--- src/rtl/mem_arb_pkg.sv ---
// Shared types for the data-memory port arbiter: arbitration state and read-owner encoding.
package mem_arb_pkg;

    typedef enum logic [1:0] {
        LAST_CORE = 2'd0,
        LAST_LDR  = 2'd1,
        LOCKED    = 2'd2
    } arb_state_t;

    localparam logic OWN_CORE = 1'b0;
    localparam logic OWN_LDR  = 1'b1;

endpackage

--- src/rtl/mem_arb_rsp_router.sv ---
// Routes the one-cycle-late memory read data back to the requester that issued the read.
module mem_arb_rsp_router
    import mem_arb_pkg::*;
#(
    parameter int unsigned DATA_WIDTH = 32
) (
    input  logic                  clk,
    input  logic                  reset,
    input  logic                  issue_rd_i,
    input  logic                  issue_owner_i,
    input  logic [DATA_WIDTH-1:0] mem_rdata_i,
    output logic                  core_rvalid_o,
    output logic [DATA_WIDTH-1:0] core_rdata_o,
    output logic                  ldr_rvalid_o,
    output logic [DATA_WIDTH-1:0] ldr_rdata_o
);

    logic rd_pend_q;
    logic rd_owner_q;

    always_ff @(posedge clk or posedge reset) begin
        if (reset) begin
            rd_pend_q  <= 1'b0;
            rd_owner_q <= OWN_CORE;
        end else begin
            rd_pend_q  <= issue_rd_i;
            rd_owner_q <= issue_owner_i;
        end
    end

    always_comb begin
        core_rvalid_o = rd_pend_q && (rd_owner_q == OWN_CORE);
        ldr_rvalid_o  = rd_pend_q && (rd_owner_q == OWN_LDR);
        core_rdata_o  = core_rvalid_o ? mem_rdata_i : '0;
        ldr_rdata_o   = ldr_rvalid_o ? mem_rdata_i : '0;
    end

endmodule

--- src/rtl/mem_port_arbiter.sv ---
// Round-robin, zero-latency arbiter sharing the data memory between core and loader.
// Define MEM_ARB_LOCK_EN to enable loader bus lock (bounded by MAX_LOCK grants).
module mem_port_arbiter
    import mem_arb_pkg::*;
#(
    parameter int unsigned ADDR_WIDTH = 32,
    parameter int unsigned DATA_WIDTH = 32,
    parameter int unsigned MAX_LOCK   = 16
) (
    input  logic                  clk,
    input  logic                  reset,
    input  logic                  core_req_i,
    input  logic                  core_we_i,
    input  logic [ADDR_WIDTH-1:0] core_addr_i,
    input  logic [DATA_WIDTH-1:0] core_wdata_i,
    output logic                  core_gnt_o,
    output logic                  core_stall_o,
    output logic                  core_rvalid_o,
    output logic [DATA_WIDTH-1:0] core_rdata_o,
    input  logic                  ldr_req_i,
    input  logic                  ldr_we_i,
    input  logic [ADDR_WIDTH-1:0] ldr_addr_i,
    input  logic [DATA_WIDTH-1:0] ldr_wdata_i,
    input  logic                  ldr_lock_i,
    output logic                  ldr_gnt_o,
    output logic                  ldr_rvalid_o,
    output logic [DATA_WIDTH-1:0] ldr_rdata_o,
    output logic                  mem_we_o,
    output logic                  mem_re_o,
    output logic [ADDR_WIDTH-1:0] mem_addr_o,
    output logic [DATA_WIDTH-1:0] mem_wdata_o,
    input  logic [DATA_WIDTH-1:0] mem_rdata_i
);

    arb_state_t state_q, state_d;
    logic       locked;

`ifdef MEM_ARB_LOCK_EN
    localparam int unsigned CntW = $clog2(MAX_LOCK + 1);

    logic [CntW-1:0] lock_cnt_q, lock_cnt_d;

    assign locked = (state_q == LOCKED);

    always_ff @(posedge clk or posedge reset) begin
        if (reset) begin
            lock_cnt_q <= '0;
        end else begin
            lock_cnt_q <= lock_cnt_d;
        end
    end
`else
    localparam int unsigned unused_max_lock = MAX_LOCK;
    logic unused_lock;

    assign locked      = 1'b0;
    assign unused_lock = ldr_lock_i;
`endif

    always_ff @(posedge clk or posedge reset) begin
        if (reset) begin
            state_q <= LAST_LDR;
        end else begin
            state_q <= state_d;
        end
    end

    // Grants are forced low during reset so every output reads 0 while it is held.
    always_comb begin
        core_gnt_o = 1'b0;
        ldr_gnt_o  = 1'b0;
        if (!reset) begin
            if (locked) begin
                ldr_gnt_o = ldr_req_i;
            end else if (core_req_i && ldr_req_i) begin
                if (state_q == LAST_CORE) begin
                    ldr_gnt_o = 1'b1;
                end else begin
                    core_gnt_o = 1'b1;
                end
            end else begin
                core_gnt_o = core_req_i;
                ldr_gnt_o  = ldr_req_i;
            end
        end
    end

    assign core_stall_o = core_req_i && !core_gnt_o && !reset;

    always_comb begin
        state_d = state_q;
`ifdef MEM_ARB_LOCK_EN
        lock_cnt_d = lock_cnt_q;
`endif
        if (core_gnt_o) begin
            state_d = LAST_CORE;
        end else if (ldr_gnt_o) begin
            state_d = LAST_LDR;
`ifdef MEM_ARB_LOCK_EN
            if (ldr_lock_i) begin
                if (!locked) begin
                    lock_cnt_d = CntW'(1);
                    state_d    = LOCKED;
                end else begin
                    lock_cnt_d = lock_cnt_q + CntW'(1);
                    // Leaving via LAST_LDR hands the next tie to the core.
                    state_d    = (lock_cnt_q == CntW'(MAX_LOCK - 1)) ? LAST_LDR : LOCKED;
                end
            end
`endif
        end
`ifdef MEM_ARB_LOCK_EN
        else if (locked && !ldr_lock_i) begin
            state_d = LAST_LDR;
        end
`endif
    end

    always_comb begin
        mem_we_o    = (core_gnt_o && core_we_i) || (ldr_gnt_o && ldr_we_i);
        mem_re_o    = (core_gnt_o && !core_we_i) || (ldr_gnt_o && !ldr_we_i);
        mem_addr_o  = '0;
        mem_wdata_o = '0;
        if (core_gnt_o) begin
            mem_addr_o  = core_addr_i;
            mem_wdata_o = core_wdata_i;
        end else if (ldr_gnt_o) begin
            mem_addr_o  = ldr_addr_i;
            mem_wdata_o = ldr_wdata_i;
        end
    end

    mem_arb_rsp_router #(
        .DATA_WIDTH (DATA_WIDTH)
    ) u_rsp_router (
        .clk           (clk),
        .reset         (reset),
        .issue_rd_i    (mem_re_o),
        .issue_owner_i (ldr_gnt_o ? OWN_LDR : OWN_CORE),
        .mem_rdata_i   (mem_rdata_i),
        .core_rvalid_o (core_rvalid_o),
        .core_rdata_o  (core_rdata_o),
        .ldr_rvalid_o  (ldr_rvalid_o),
        .ldr_rdata_o   (ldr_rdata_o)
    );

endmodule

--- config.mk ---
export PLATFORM = sky130hd
export DESIGN_NAME = mem_port_arbiter
export DESIGN_NICKNAME = d
export VERILOG_FILES = /design/src/rtl/mem_arb_pkg.sv /design/src/rtl/mem_arb_rsp_router.sv /design/src/rtl/mem_port_arbiter.sv
export SDC_FILE = /design/constraint.sdc
export NUM_CORES = 1
export LEC_CHECK = 0
export CORE_AREA = 2 2 116 118
export CTS_CLUSTER_DIAMETER = 200
export CTS_CLUSTER_SIZE = 40
export DETAILED_ROUTE_END_ITERATION = 10
export DIE_AREA = 0 0 118 120
export PLACE_DENSITY = 0.54
export SKIP_CTS_REPAIR_TIMING = 1
export SLEW_MARGIN = 30
export SYNTH_ARGS = -nofsm -noshare
export SYNTH_HDL_FRONTEND = slang
export SYNTH_SLANG_ARGS = --single-unit
export TNS_END_PERCENT = 5
--- constraint.sdc ---
create_clock -name clk -period 4.85 [get_ports clk]
set_clock_uncertainty 0.15 [all_clocks]
set_input_delay 0.97 -clock clk [delete_from_list [all_inputs] [get_ports clk]]
set_output_delay 0.97 -clock clk [all_outputs]
set_load 0.005 [all_outputs]
# Yosys cells after proc, flatten, opt, wreduce, memory -nomap -nowiden
# Cells that the tools add are included.
dict set report classes {
  mux 15
  n_bitwise 1
  n_reduce_logical 17
}
# cell n
set ops {}
lappend ops {{32-bit two-way mux} 6}
lappend ops {{1-bit logical AND} 9}
lappend ops {{1-bit two-way mux} 7}
lappend ops {{1-bit zero test} 4}
lappend ops {{2-bit two-way mux} 2}
lappend ops {{2-bit zero test} 1}
lappend ops {{1-bit logical OR} 2}
lappend ops {{2-bit nonzero test} 1}
lappend ops {{1-bit inverter} 1}
dict set report totals {
  reg_bits 4
  in_bits 167
  output_inout_bits 135
  word_cells 36
}

# Depth between registers and ports, before layout
dict set report depth {
  word_depth 7
  ltp_mapped 6
  ltp_nobuf 3
}

# By module
# Synthesis repeated with hierarchy kept, for this count alone.
dict set report hier_totals {
  hier_cells 257
  area_unflattened_um2 1764.2
}
# mod n_inst cells_each area_per_inst_um2 seq_area_each_um2
set modules_own_cells {}
lappend modules_own_cells {mem_port_arbiter 1 174 1084.8 26.3}
lappend modules_own_cells {mem_arb_rsp_router 1 83 679.4 50.0}

# Worst setup path after synthesis
# OpenSTA, ideal clock, no wires.
dict set report synth_path {
  kind {input -> output}
  startpoint {input port reset}
  endpoint {output port ldr_gnt_o}
  arrival_time_ns 1.670
  required_ns 3.730
  slack_ns 2.060
  stages 4
  n_path_buf 2
  cell_sequence {buf_2 clkbuf_1 inv_1 and2_1}
}
dict set report synth_via {
  elab_chain_len 1
}
# element line
set synth_rtl {}
lappend synth_rtl {{from (decl)} mem_port_arbiter.sv:11} ;# input logic reset,
lappend synth_rtl {{1-bit two-way mux} mem_port_arbiter.sv:72} ;# if (!reset) begin
lappend synth_rtl {{to (decl)} mem_port_arbiter.sv:25} ;# output logic ldr_gnt_o,
# Every way passes these cells.

# Worst setup path after layout
dict set report layout_path {
  startpoint {input port ldr_req_i}
  endpoint {output port mem_re_o}
}
dict set report layout_via {
  elab_chain_len 5
  elab_cells_between_ends 8
  cone_classes {4 x mux; 4 x reduce/logical}
}
# element line
set layout_rtl {}
lappend layout_rtl {{from (decl)} mem_port_arbiter.sv:20} ;# input logic ldr_req_i,
lappend layout_rtl {{1-bit logical AND} mem_port_arbiter.sv:75} ;# end else if (core_req_i && ldr_req_i) begin
lappend layout_rtl {{1-bit two-way mux} mem_port_arbiter.sv:75}
lappend layout_rtl {{1-bit two-way mux} mem_port_arbiter.sv:72}
lappend layout_rtl {{1-bit logical AND} mem_port_arbiter.sv:121} ;# mem_re_o = (core_gnt_o && !core_we_i) || (ldr_gnt_o && !ldr_we_i);
lappend layout_rtl {{1-bit logical OR (*)} mem_port_arbiter.sv:121}
lappend layout_rtl {{to (decl)} mem_port_arbiter.sv:29} ;# output logic mem_re_o,
# Every way passes the cells marked *; elsewhere a longest branch is shown, timed or not.

==> impl_metrics.json <==
{
  "grt.overflow.total": 0,
  "max_freq_mhz": 245.5,
  "clk_path_buf_depth": 2,
  "finalSetupTns_ns": 0,
  "routed_via_density": 4.417,
  "yosysSeqAreaShare_pct": 4.703,
  "initial_core_util_pct": 12.50,
  "synth.net_count": 452,
  "synthesis.area_um2": 1623,
  "cts-buffers-inserted": 3,
  "synth_xor_area_share_pct": 0,
  "coreArea_um2": 12980,
  "die_w_um": 118,
  "p_per_area_nw_per_um2": 124.5,
  "dieArea_um2": 14160,
  "synthTopCellsByArea": "a32oi_1 (35%), nor2_1 (22%), and3_1 (12%)",
  "grt_max_degree": 64,
  "ir_drop_mv": 0.09594,
  "period_needed_ns": 4.074,
  "synthArstFlopShare_pct": 100.0,
  "h-tree-depth": 1,
  "min_path_type": "register to register",
  "worst-setup-path-type": "primary input to output pin",
  "startpoint_type": "primary input",
  "nets": 721,
  "synth_most_common_cell": "nor2_1",
  "synth_top_family_by_area": "simple AND/OR/NAND/NOR gates",
  "leakage_nw": 1.813,
  "synth-compound-area-share_pct": 36.55,
  "dpl.hpwl_um": 8284,
  "slew_headroom_pct": 64.93,
  "crit_chain": "clkdlybuf4s50_1 > a21boi_4 > buf_4 > nand2_1 > o31ai_1 > clkdlybuf4s50_1",
  "dr.pass1.iters": 4,
  "synthTopCellsByCount": "nor2_1 (97), a32oi_1 (65), and3_1 (32), nand2_1 (32), clkbuf_1 (25)",
  "synth_area_leader_cell": "a32oi_1",
  "root_buffer": "clkbuf_16",
  "slew_violations": 0,
  "routabilityCongestion": 0.8213,
  "synth_edf_count": 0,
  "cp_num_cells": 6,
  "cts_tree": "done",
  "num_io_pins": 302,
  "final_area_um2": 4782,
  "crit_family": "buffers and inverters",
  "n_antenna_cell": 0,
  "die-height_um": 120,
  "synthCells": 285,
  "slowest_stage": "clkdlybuf4s50_1",
  "max_stage_delay_ns": 0.60,
  "antenna_found_initial": 0,
  "clkLatencyLatePin_ns": 0.22,
  "grt_setup_unrepaired": "false",
  "synth_top_cell_area_share_pct": 35.08,
  "rr_worst_depth": 3,
  "ys_ff_latch": 3,
  "post_dp_cell_area_um2": 4703,
  "routed_wl_um": 10490,
  "worstPathArrival_ns": 2.95,
  "drt_iter0_markers": 157,
  "ys.flop_type": "dfrtp_1",
  "grt.total_usage_pct": 12.82,
  "end_kind": "output pin",
  "grt_pass1_vias": 3072,
  "holdPathStages": 2,
  "synthAdderAreaFrac_pct": 0,
  "status": "complete, no violations",
  "path_buf_inv": 3,
  "hold_viol": 0,
  "num_rows": 42,
  "layout-drive-gt1-share_pct": 2.893,
  "required_ns": 3.73,
  "min_period_over_period_pct": 84.00,
  "cap_violations": 0,
  "numClockSinks": 3,
  "muxShareOfSynthArea_pct": 0,
  "ff2ff_setup_slack_ns": 3.27,
  "io_buffers": 300,
  "synth_cell_types": 17,
  "setup_violations": 0,
  "worstMarginPinSlew_ns": 0.5261,
  "drc_errors": 0,
  "yosys.area_share.simple_pct": 45.26,
  "crit_fanout": 50,
  "via_count": 3220,
  "cpMostUsedCell": "clkdlybuf4s50_1",
  "grt_first_pass_wirelength_um": 15130,
  "path_clk_slew_ns": 0.03,
  "antenna_violating_nets_post_route": 0,
  "syn_to_final_growth_pct": 194.7,
  "postSynthAreaPerCell_um2": 5.694,
  "wl_per_cell_um": 14.39,
  "ys_warn_count": 0
}
[worst paths after layout]
path | startpoint | to
max | ldr_req_i | mem_re_o
min | state_q[0] | state_q[0]
max reg2reg | state_q[0] | u_rsp_router.rd_pend_q
min reg2reg | state_q[0] | state_q[0]
max in group asynchronous | reset | state_q[0]
min in group asynchronous | reset | u_rsp_router.rd_owner_q
[cell usage in the layout, fill, tap and decap left out, types with 2 or more instances in the layout]
cell type and instances:
clkbuf_16 3, buf_2 2, dfrtp_1 2, clkdlybuf4s50_1 298, buf_4 7, a32oi_1 65, nand2_1 32, and2_1 5
nor2_1 97, and3_1 32
[per-layer routing]
metal,vias up,track usage (%),part of all wire (%)
met1,1433,14.01,40
li1,1576,-,-
met5,-,0,0
met3,8,4.278,9.7
met4,0,1.581,0.78
met2,203,24.53,49
[per-stage QoR]
| stage | worst slack (ns) | hold slack, ns | util, % | total power, W | cells |
|---|---|---|---|---|---|
| 2_1_floorplan | 2.060 | 0.3195 | - | 0.0001890 | 285 |
| 3_3_place_gp | 0.7514 | 0.3789 | 36.23 | 0.0004642 | 725 |
| 3_5_place_dp | 0.7485 | 0.3860 | 36.23 | 0.0004668 | 725 |
| 4_1_cts | 0.7438 | 0.3873 | 36.84 | 0.0006025 | 729 |
| 5_1_grt | 0.6672 | 0.3979 | 36.84 | 0.0006308 | 729 |
| 6_report | 0.7759 | 0.3700 | 36.84 | 0.0005956 | 729 |
[logic make-up after synthesis]
family	after synthesis
compound gates	68
flops	3
buf+inv	45
simple gates	169
[worst register-to-register path, stage by stage, from the launching register on]
cell and delay [ns]:
dfstp_2 0.57, nand2b_2 0.31, nand2_1 0.12, o31ai_1 0.31
[state kept, by name, summed over array words and instances, names as in the netlist]
signal / count
state_q: 1
u_rsp_router.rd_owner_q: 1
u_rsp_router.rd_pend_q: 1
[area by class of cell]
class | count | area (um^2)
clock buffers | 4 | 78.83
fillers | 1375 | 8198
inverters | 1 | 3.754
multi-input cells | 237 | 1338
flip-flops and latches | 3 | 76.32
well taps | 176 | 220.2
repair buffers | 308 | 3065
[power breakdown]
part | switching [W] | internal (W)
logic | 0.000168 | 0.000264
clock network | 0.0000231 | 0.000109
registers | 0.00000304 | 0.0000294
No activity file was read; power rests on OpenSTA's default activity.
